**config.mk**
```make
export PLATFORM = sky130hd
export DESIGN_NAME = network_udiv_seq_32u_16u_flat
export DESIGN_NICKNAME = d
export VERILOG_FILES = /design/src/rtl/network_udiv_seq_32u_16u_if.sv /design/src/rtl/network_udiv_seq_32u_16u.sv /design/src/flat_wrapper.sv
export SDC_FILE = /design/constraint.sdc
export NUM_CORES = 1
export LEC_CHECK = 0
export ABC_AREA = 1
export CAP_MARGIN = 20
export CORE_MARGIN = 2
export CORE_UTILIZATION = 54
export CTS_CLUSTER_DIAMETER = 60
export DETAILED_ROUTE_END_ITERATION = 8
export PLACE_DENSITY = 0.8
export SLEW_MARGIN = 10
export SYNTH_ARGS = -nofsm -noshare
export SYNTH_HDL_FRONTEND = slang
export SYNTH_SLANG_ARGS = --single-unit
```
**constraint.sdc**
```tcl
create_clock -name ap_clk -period 2.8 [get_ports ap_clk]
set_input_delay 0.56 -clock ap_clk [delete_from_list [all_inputs] [get_ports ap_clk]]
set_output_delay 0.56 -clock ap_clk [all_outputs]
set_load 0.01 [all_outputs]
```
**src/rtl/network_udiv_seq_32u_16u_if.sv**
```systemverilog
`default_nettype none
// ============================================================================
// Module   : network_udiv_seq_32u_16u_if
// Brief    : Operand/result valid-ready bundle for the sequential divider.
// Revision : 1.0 - initial release
// ============================================================================
interface network_udiv_seq_32u_16u_if #(
    parameter int DIVIDEND_WIDTH = 32,
    parameter int DIVISOR_WIDTH  = 16
);
    logic                      in_valid;
    logic                      in_ready;
    logic [DIVIDEND_WIDTH-1:0] dividend;
    logic [DIVISOR_WIDTH-1:0]  divisor;
    logic                      out_valid;
    logic                      out_ready;
    logic [DIVIDEND_WIDTH-1:0] quotient;
    logic [DIVISOR_WIDTH-1:0]  remainder;
    logic                      div_by_zero;

    modport master (
        output in_valid, dividend, divisor, out_ready,
        input  in_ready, out_valid, quotient, remainder, div_by_zero
    );

    modport slave (
        input  in_valid, dividend, divisor, out_ready,
        output in_ready, out_valid, quotient, remainder, div_by_zero
    );
endinterface
`default_nettype wire

```
**src/rtl/network_udiv_seq_32u_16u.sv**
```systemverilog
`default_nettype none
// ============================================================================
// Module   : network_udiv_seq_32u_16u
// Brief    : Restoring shift-subtract unsigned divider, one quotient bit/clock.
// Revision : 1.0 - initial release
// ============================================================================
module network_udiv_seq_32u_16u #(
    parameter int DIVIDEND_WIDTH = 32,
    parameter int DIVISOR_WIDTH  = 16
) (
    input  wire logic                        ap_clk,
    input  wire logic                        ap_rst_n,
    network_udiv_seq_32u_16u_if.slave        bus
);
    localparam int c_CNT_W = $clog2(DIVIDEND_WIDTH);
    localparam logic [c_CNT_W-1:0] c_LAST = c_CNT_W'(DIVIDEND_WIDTH - 1);

    typedef enum logic [1:0] {
        S_IDLE = 2'd0,
        S_BUSY = 2'd1,
        S_DONE = 2'd2
    } state_t;

    state_t                    r_state;
    logic [DIVIDEND_WIDTH-1:0] r_dvd;
    logic [DIVISOR_WIDTH-1:0]  r_dvs;
    logic [DIVISOR_WIDTH:0]    r_prem;
    logic [c_CNT_W-1:0]        r_cnt;
    logic                      r_in_ready;
    logic                      r_out_valid;
    logic [DIVIDEND_WIDTH-1:0] r_quotient;
    logic [DIVISOR_WIDTH-1:0]  r_remainder;
    logic                      r_div_by_zero;

    // The dividend register doubles as the quotient: dividend bits leave at
    // the top while quotient bits enter at the bottom.
    logic [DIVISOR_WIDTH+1:0]  w_shift;
    logic [DIVISOR_WIDTH+1:0]  w_diff;
    logic                      w_ge;
    logic [DIVISOR_WIDTH:0]    w_prem_nxt;
    logic [DIVIDEND_WIDTH-1:0] w_dvd_nxt;

    assign w_shift    = {r_prem, r_dvd[DIVIDEND_WIDTH-1]};
    assign w_diff     = w_shift - {2'b00, r_dvs};
    assign w_ge       = ~w_diff[DIVISOR_WIDTH+1];
    assign w_prem_nxt = w_ge ? w_diff[DIVISOR_WIDTH:0] : w_shift[DIVISOR_WIDTH:0];
    assign w_dvd_nxt  = {r_dvd[DIVIDEND_WIDTH-2:0], w_ge};

    always_ff @(posedge ap_clk or negedge ap_rst_n) begin
        if (!ap_rst_n) begin
            r_state       <= S_IDLE;
            r_dvd         <= '0;
            r_dvs         <= '0;
            r_prem        <= '0;
            r_cnt         <= '0;
            r_in_ready    <= 1'b0;
            r_out_valid   <= 1'b0;
            r_quotient    <= '0;
            r_remainder   <= '0;
            r_div_by_zero <= 1'b0;
        end else begin
            case (r_state)
                S_IDLE: begin
                    r_in_ready <= 1'b1;
                    if (bus.in_valid && r_in_ready) begin
                        r_in_ready <= 1'b0;
                        if (bus.divisor == '0) begin
                            r_state       <= S_DONE;
                            r_out_valid   <= 1'b1;
                            r_quotient    <= '1;
                            r_remainder   <= bus.dividend[DIVISOR_WIDTH-1:0];
                            r_div_by_zero <= 1'b1;
                        end else begin
                            r_state <= S_BUSY;
                            r_dvd   <= bus.dividend;
                            r_dvs   <= bus.divisor;
                            r_prem  <= '0;
                            r_cnt   <= '0;
                        end
                    end
                end
                S_BUSY: begin
                    r_dvd  <= w_dvd_nxt;
                    r_prem <= w_prem_nxt;
                    r_cnt  <= r_cnt + 1'b1;
                    if (r_cnt == c_LAST) begin
                        r_state       <= S_DONE;
                        r_out_valid   <= 1'b1;
                        r_quotient    <= w_dvd_nxt;
                        r_remainder   <= w_prem_nxt[DIVISOR_WIDTH-1:0];
                        r_div_by_zero <= 1'b0;
                    end
                end
                S_DONE: begin
                    if (bus.out_ready) begin
                        r_state     <= S_IDLE;
                        r_out_valid <= 1'b0;
                        r_in_ready  <= 1'b1;
                    end
                end
                default: begin
                    r_state     <= S_IDLE;
                    r_in_ready  <= 1'b0;
                    r_out_valid <= 1'b0;
                end
            endcase
        end
    end

    assign bus.in_ready    = r_in_ready;
    assign bus.out_valid   = r_out_valid;
    assign bus.quotient    = r_quotient;
    assign bus.remainder   = r_remainder;
    assign bus.div_by_zero = r_div_by_zero;

endmodule
`default_nettype wire

```
**src/flat_wrapper.sv**
```systemverilog
// flat-port wrapper written by rule: the top's interface ports become plain ports
module network_udiv_seq_32u_16u_flat 
#(
    parameter int DIVIDEND_WIDTH = 32,
    parameter int DIVISOR_WIDTH  = 16
)
  (ap_clk, ap_rst_n, bus_in_valid, bus_dividend, bus_divisor, bus_out_ready, bus_in_ready, bus_out_valid, bus_quotient, bus_remainder, bus_div_by_zero);
  network_udiv_seq_32u_16u_if #(.DIVIDEND_WIDTH(DIVIDEND_WIDTH), .DIVISOR_WIDTH(DIVISOR_WIDTH)) bus_i ();
  input  wire logic ap_clk;
  input  wire logic ap_rst_n;
  input wire logic [$bits(bus_i.in_valid)-1:0] bus_in_valid;
  input wire logic [$bits(bus_i.dividend)-1:0] bus_dividend;
  input wire logic [$bits(bus_i.divisor)-1:0] bus_divisor;
  input wire logic [$bits(bus_i.out_ready)-1:0] bus_out_ready;
  output wire logic [$bits(bus_i.in_ready)-1:0] bus_in_ready;
  output wire logic [$bits(bus_i.out_valid)-1:0] bus_out_valid;
  output wire logic [$bits(bus_i.quotient)-1:0] bus_quotient;
  output wire logic [$bits(bus_i.remainder)-1:0] bus_remainder;
  output wire logic [$bits(bus_i.div_by_zero)-1:0] bus_div_by_zero;
  assign bus_i.in_valid = bus_in_valid;
  assign bus_i.dividend = bus_dividend;
  assign bus_i.divisor = bus_divisor;
  assign bus_i.out_ready = bus_out_ready;
  assign bus_in_ready = bus_i.in_ready;
  assign bus_out_valid = bus_i.out_valid;
  assign bus_quotient = bus_i.quotient;
  assign bus_remainder = bus_i.remainder;
  assign bus_div_by_zero = bus_i.div_by_zero;
  network_udiv_seq_32u_16u #(.DIVIDEND_WIDTH(DIVIDEND_WIDTH), .DIVISOR_WIDTH(DIVISOR_WIDTH)) u_core (.ap_clk(ap_clk), .ap_rst_n(ap_rst_n), .bus(bus_i));
endmodule
```
-- After elaboration in Yosys (flattened, before gate mapping)
Cells that the tools add are included.
- bits in registers: 123
- logic and storage cells: 66
- add/subtract/negate cells: 2
- equal/unequal tests: 8
- multiplexer cells: 33
- bitwise logic cells: 3
- reductions and logical operators: 10
- operators by type and width (operator ; count):
    $mux 32 ; 5
    $pmux 32 s2 ; 2
    $mux 17 ; 3
    $mux 16 ; 3
    $pmux 17 s2 ; 1
    $pmux 16 s2 ; 1
    $sub 18x16->18 ; 1
    $logic_not 16->1 ; 1
    $mux 5 ; 2
    $pmux 5 s2 ; 1
    $reduce_and 3->1 ; 3
    $mux 2 ; 4
    $reduce_and 4->1 ; 2
    $mux 1 ; 7
    $ne 2x1->1 const B ; 3
    $pmux 1 s3 ; 2
    $pmux 2 s3 ; 1
    $add 5x1->5 const B ; 1
    $eq 5x5->1 const B ; 1
    $ne 2x2->1 const B ; 2
    $not 1->1 ; 3
    $eq 2x1->1 const B ; 1
    $eq 2x2->1 const B ; 1
    $logic_not 2->1 ; 1
    other kinds (4) ; 4

-- Depth between registers and ports, before layout
- word-level depth: 4
- gate-level depth with buffers: 17
- gate-level depth less buffers: 16

-- Least setup slack after synthesis
Ideal clock, no wire load.
- path type: register to register
- start point: register u_core.r_dvd[31]
- end point: register u_core.r_remainder[14], in the netlist u_core.bus.remainder[14]
- library setup time: 0.113 ns
- arrival time: 1.833 ns
- required time: 2.687 ns
- setup slack: 0.855 ns
- cell stages (with the launch flop): 17
- buffers on the path: 0
- cells stage by stage: dfrtp_1 -> inv_1 -> ha_1 -> inv_1 -> fa_1 -> nand3_1 -> nand3_1 -> nand2_1 -> nand2_1 -> nand3b_1 -> nand2_1 -> nand2_1 -> nand2_1 -> nand3_1 -> nand3_1 -> nand2_1 -> inv_1
- longest elaborated chain between the ends: 4
- RTL lines (element ; RTL line ; source):
    start: declaration ; network_udiv_seq_32u_16u.sv:25 ; logic [DIVIDEND_WIDTH-1:0] r_dvd;
    start signal: assignment ; network_udiv_seq_32u_16u.sv:75 ; r_dvd <= bus.dividend;
    start signal: assignment ; network_udiv_seq_32u_16u.sv:83 ; r_dvd <= w_dvd_nxt;
    $sub 18x16->18 ; network_udiv_seq_32u_16u.sv:44 ; assign w_diff = w_shift - {2'b00, r_dvs};
    $mux 17 ; network_udiv_seq_32u_16u.sv:46 ; assign w_prem_nxt = w_ge ? w_diff[DIVISOR_WIDTH:0] : w_shift[DIVISOR_WIDTH:0];
    $mux 16 ; network_udiv_seq_32u_16u.sv:86 ; if (r_cnt == c_LAST) begin
    $pmux 16 s2 ; network_udiv_seq_32u_16u.sv:62 ; case (r_state)
    end signal: assignment ; network_udiv_seq_32u_16u.sv:71 ; r_remainder <= bus.dividend[DIVISOR_WIDTH-1:0];
    end signal: assignment ; network_udiv_seq_32u_16u.sv:90 ; r_remainder <= w_prem_nxt[DIVISOR_WIDTH-1:0];
    end: declaration ; network_udiv_seq_32u_16u.sv:32 ; logic [DIVISOR_WIDTH-1:0] r_remainder;
Every way passes these cells. The select of a mux whose other input is x is not followed.
A chain may end at the register's enable or synchronous reset.

-- Worst setup path after layout
Same ends and word-level chain as after synthesis.

==> results.cfg <==
[layout]
fin_nets = 993
fillerInstances = 962
layout-drive-gt1-share_pct = 9.12
register_area_um2 = 3080
syn_to_final_growth_pct = 25.1
layout_commonest_cell = nand2_1
multi_input_area_um2 = 2950
mostFrequentLayoutCells = nand2_1, dfrtp_1, clkdlybuf4s50_1
n_antenna_cell = 0

[sta]
rsz0062_at_grt = no
finalSetupViolCount = 0
finalSetupTns_ns = 0
max_slew.worst_pin.slew_ns = 1.10
fin_crit_sh_pct = 85.1
slew_headroom_pct = 26.7
setup_slack_ns = 0.417
post-route-min-period_ns = 2.38
max_freq_mhz = 420
hold_viol = 0
final.setup_skew_ns = 0.0109
final_max_slew_viol_count = 0

[worst_setup_path]
reg2reg_depth = 16
cp.depth = 16
worst_path_most_repeated_cell = nand2_1
crit_family = simple AND/OR/NAND/NOR gates
cp-end-kind = flip-flop
critPathMaxStageDelay_ns = 0.47
startpoint_type = flip-flop
critPathBufInv = 3
crit_arrival_ns = 2.69
critPathRequiredTime_ns = 3.11
worstPathMaxFanout = 4
cp_cell_sequence = inv_1 > ha_1 > inv_1 > fa_1 > nand3_1 > nand3_1 > nand2_1 > nand2_1 > nand3b_1 > nand2_1 > nand2_1 > nand2_1 > nand3_1 > nand3_1 > nand2_1 > inv_1
criticalPathCategory = reg -> reg
critPathSlowestCell = fa_1

[power_and_ir_drop]
clock_power_share_pct = 18.3
share_comb_of_total_power_pct = 54.5
vdd_drop_max_mv = 0.797
p_sw_share_pct = 44.5
leakagePower_nw = 3.92
switchingPower_w = 0.00497
seqPwrFrac_pct = 27.3
powerDensity_nw_per_um2 = 1340
power.internal_w = 0.00620

[global_routing]
antenna_found_initial = 0
first_global_vias = 5590
grt_max_degree = 102
grt_overflow_total = 0
grt_pass1_wl_mm = 27.3
grt_use_total_pct = 26.5

[placement]
place_ws_ns = 0.296
gp_congestion = 0.890
port_buffers = 102
hpwl_mm = 11.7

[routing]
drt-total-wl_mm = 16.6
wl_per_cell_um = 15.4
via_count = 6006
route.detailed.drc = 0
ant_nets = 0
avgViaCountPerCell = 5.57
first_iter_violations = 547
firstDrtPassIters = 5

[yosys]
synth_edf_count = 0
synthDistinctLibCells = 42
synth_flop_cell = dfrtp_1
async_reset_ff_share_pct = 100
synthCells = 828
yosysWarnings = 0
avgSynthCellArea_um2 = 8.04
synth-seq-cells = 123
syn_nets = 899
syn_area_um2 = 6650
yosysSeqAreaShare_pct = 46.3

[floorplanning]
die_w_um = 115
dieArea_um2 = 13200
die_h_um = 115
core_um2 = 12000
ioPinCount = 103
start_util_pct = 55.4
rows = 40

[cts]
clk_pin_slew_ns = 0.05
cts-htree-levels = 4
clock-sinks = 123
post_cts_buffers = 0
ctsHoldBuffers = 0
clock_tree.root_cell = clkbuf_16
clock_path_buffers = 2
clk_latency_ns = 0.41
cts_resized = 0
cts_tree = yes
numCtsBuffers = 17

[min_path]
hp-class = in -> async

[job]
max_cap_viol_count = 0

[outcome]
status = finished clean
-- cells by family (layout without fill, tap and decap cells) --
family                   Yosys count  after routing  share of synthesized area [%]
XOR/XNOR                           8              8                           1.05
flip-flops                       123            123                           46.3
multiplexers                       1              1                          0.169
AND/OR/NAND/NOR                  377            377                           26.2
buffers and inverters            149            253                           9.42
adder cells (fa/ha/maj)           19             19                           3.69
AO/OA/AOI/OAI                    151            151                           13.2
-- state kept, by name (all words and copies together), names as in the netlist --
signal                  flops
u_core.bus.div_by_zero      1
u_core.bus.in_ready         1
u_core.bus.out_valid        1
u_core.bus.quotient        32
u_core.bus.remainder       16
u_core.r_cnt                5
u_core.r_dvd               32
u_core.r_dvs               16
u_core.r_prem              17
u_core.r_state              2
-- final timing paths --
| kind | start | slack, ns | to |
|---|---|---|---|
| worst max-delay path | u_core.r_dvd[31] | 0.42 | u_core.bus.remainder[14] |
| worst min-delay path | ap_rst_n | 0.09 | u_core.r_dvd[26] |
| worst max register to register | u_core.r_dvd[31] | 0.42 | u_core.bus.remainder[14] |
| worst min register to register | u_core.bus.quotient[16] | 0.49 | u_core.bus.quotient[16] |
| max in group asynchronous | ap_rst_n | 2.10 | u_core.bus.remainder[11] |
| min in group ap_clk | u_core.bus.quotient[16] | 0.49 | u_core.bus.quotient[16] |
-- per-layer routing --
metal	track usage (%)	up-vias	part of all wire, %
met5	0	-	0
met4	8.84	0	1.4
met3	5.38	22	6.0
met2	41.0	207	46
met1	37.6	2871	46
li1	-	2906	-
-- power groups by stage --
stage | sequential [W] | clock, W | combinational (W)
after floorplan | 0.00310 | 0 | 0.00418
after global placement | 0.00304 | 0 | 0.00583
after detailed placement | 0.00305 | 0 | 0.00596
after CTS | 0.00303 | 0.00205 | 0.00605
after global routing | 0.00312 | 0.00215 | 0.00681
final | 0.00304 | 0.00204 | 0.00608
-- area by class of cell --
class	instances	area share, %
repair buffers	115	13.9
flip-flops and latches	123	37.0
clock inverters	7	0.827
well taps	147	2.21
multi-input cells	556	35.5
inverters	109	4.92
clock buffers	22	5.70
-- cell usage after synthesis, drive strengths merged, types with 2 or more instances --
cell | number | area share (%)
nor3 | 2 | 0.15
inv | 109 | 6.1
a22o | 2 | 0.26
nand4 | 23 | 2.2
xnor2 | 2 | 0.26
clkbuf | 21 | 1.2
a21oi | 27 | 2.3
o21ai | 68 | 5.2
nand3 | 72 | 6.5
buf | 19 | 2.1
xor2 | 6 | 0.79
nand2 | 196 | 12
or2 | 19 | 1.8
ha | 18 | 3.4
nor2 | 64 | 3.8
a31oi | 32 | 3.0
dfrtp | 123 | 46
o211ai | 17 | 1.9
-- worst reg2reg max path, stage by stage (launching register included) --
cell and delay [ns]:
dfrtp_1 0.38, inv_1 0.08, ha_1 0.15, inv_1 0.08, fa_1 0.47, nand3_1 0.11, nand3_1 0.17, nand2_1 0.10
nand2_1 0.09, nand3b_1 0.13, nand2_1 0.06, nand2_1 0.05, nand2_1 0.06, nand3_1 0.13, nand3_1 0.12, nand2_1 0.07
inv_1 0.03
-- stage by stage --
step	util, %	cells	hold slack, ns	total power [W]	cell area (um^2)
2_1_floorplan	-	828	0.264	0.00729	6650
3_5_place_dp	64.8	1050	0.474	0.00901	7780
4_1_cts	69.3	1079	0.105	0.0111	8320
3_3_place_gp	64.8	1050	0.467	0.00886	7780
5_1_grt	69.3	1079	0.120	0.0121	8320
6_report	69.3	1079	0.0898	0.0112	8320
Power figures use the tool's default switching activity.
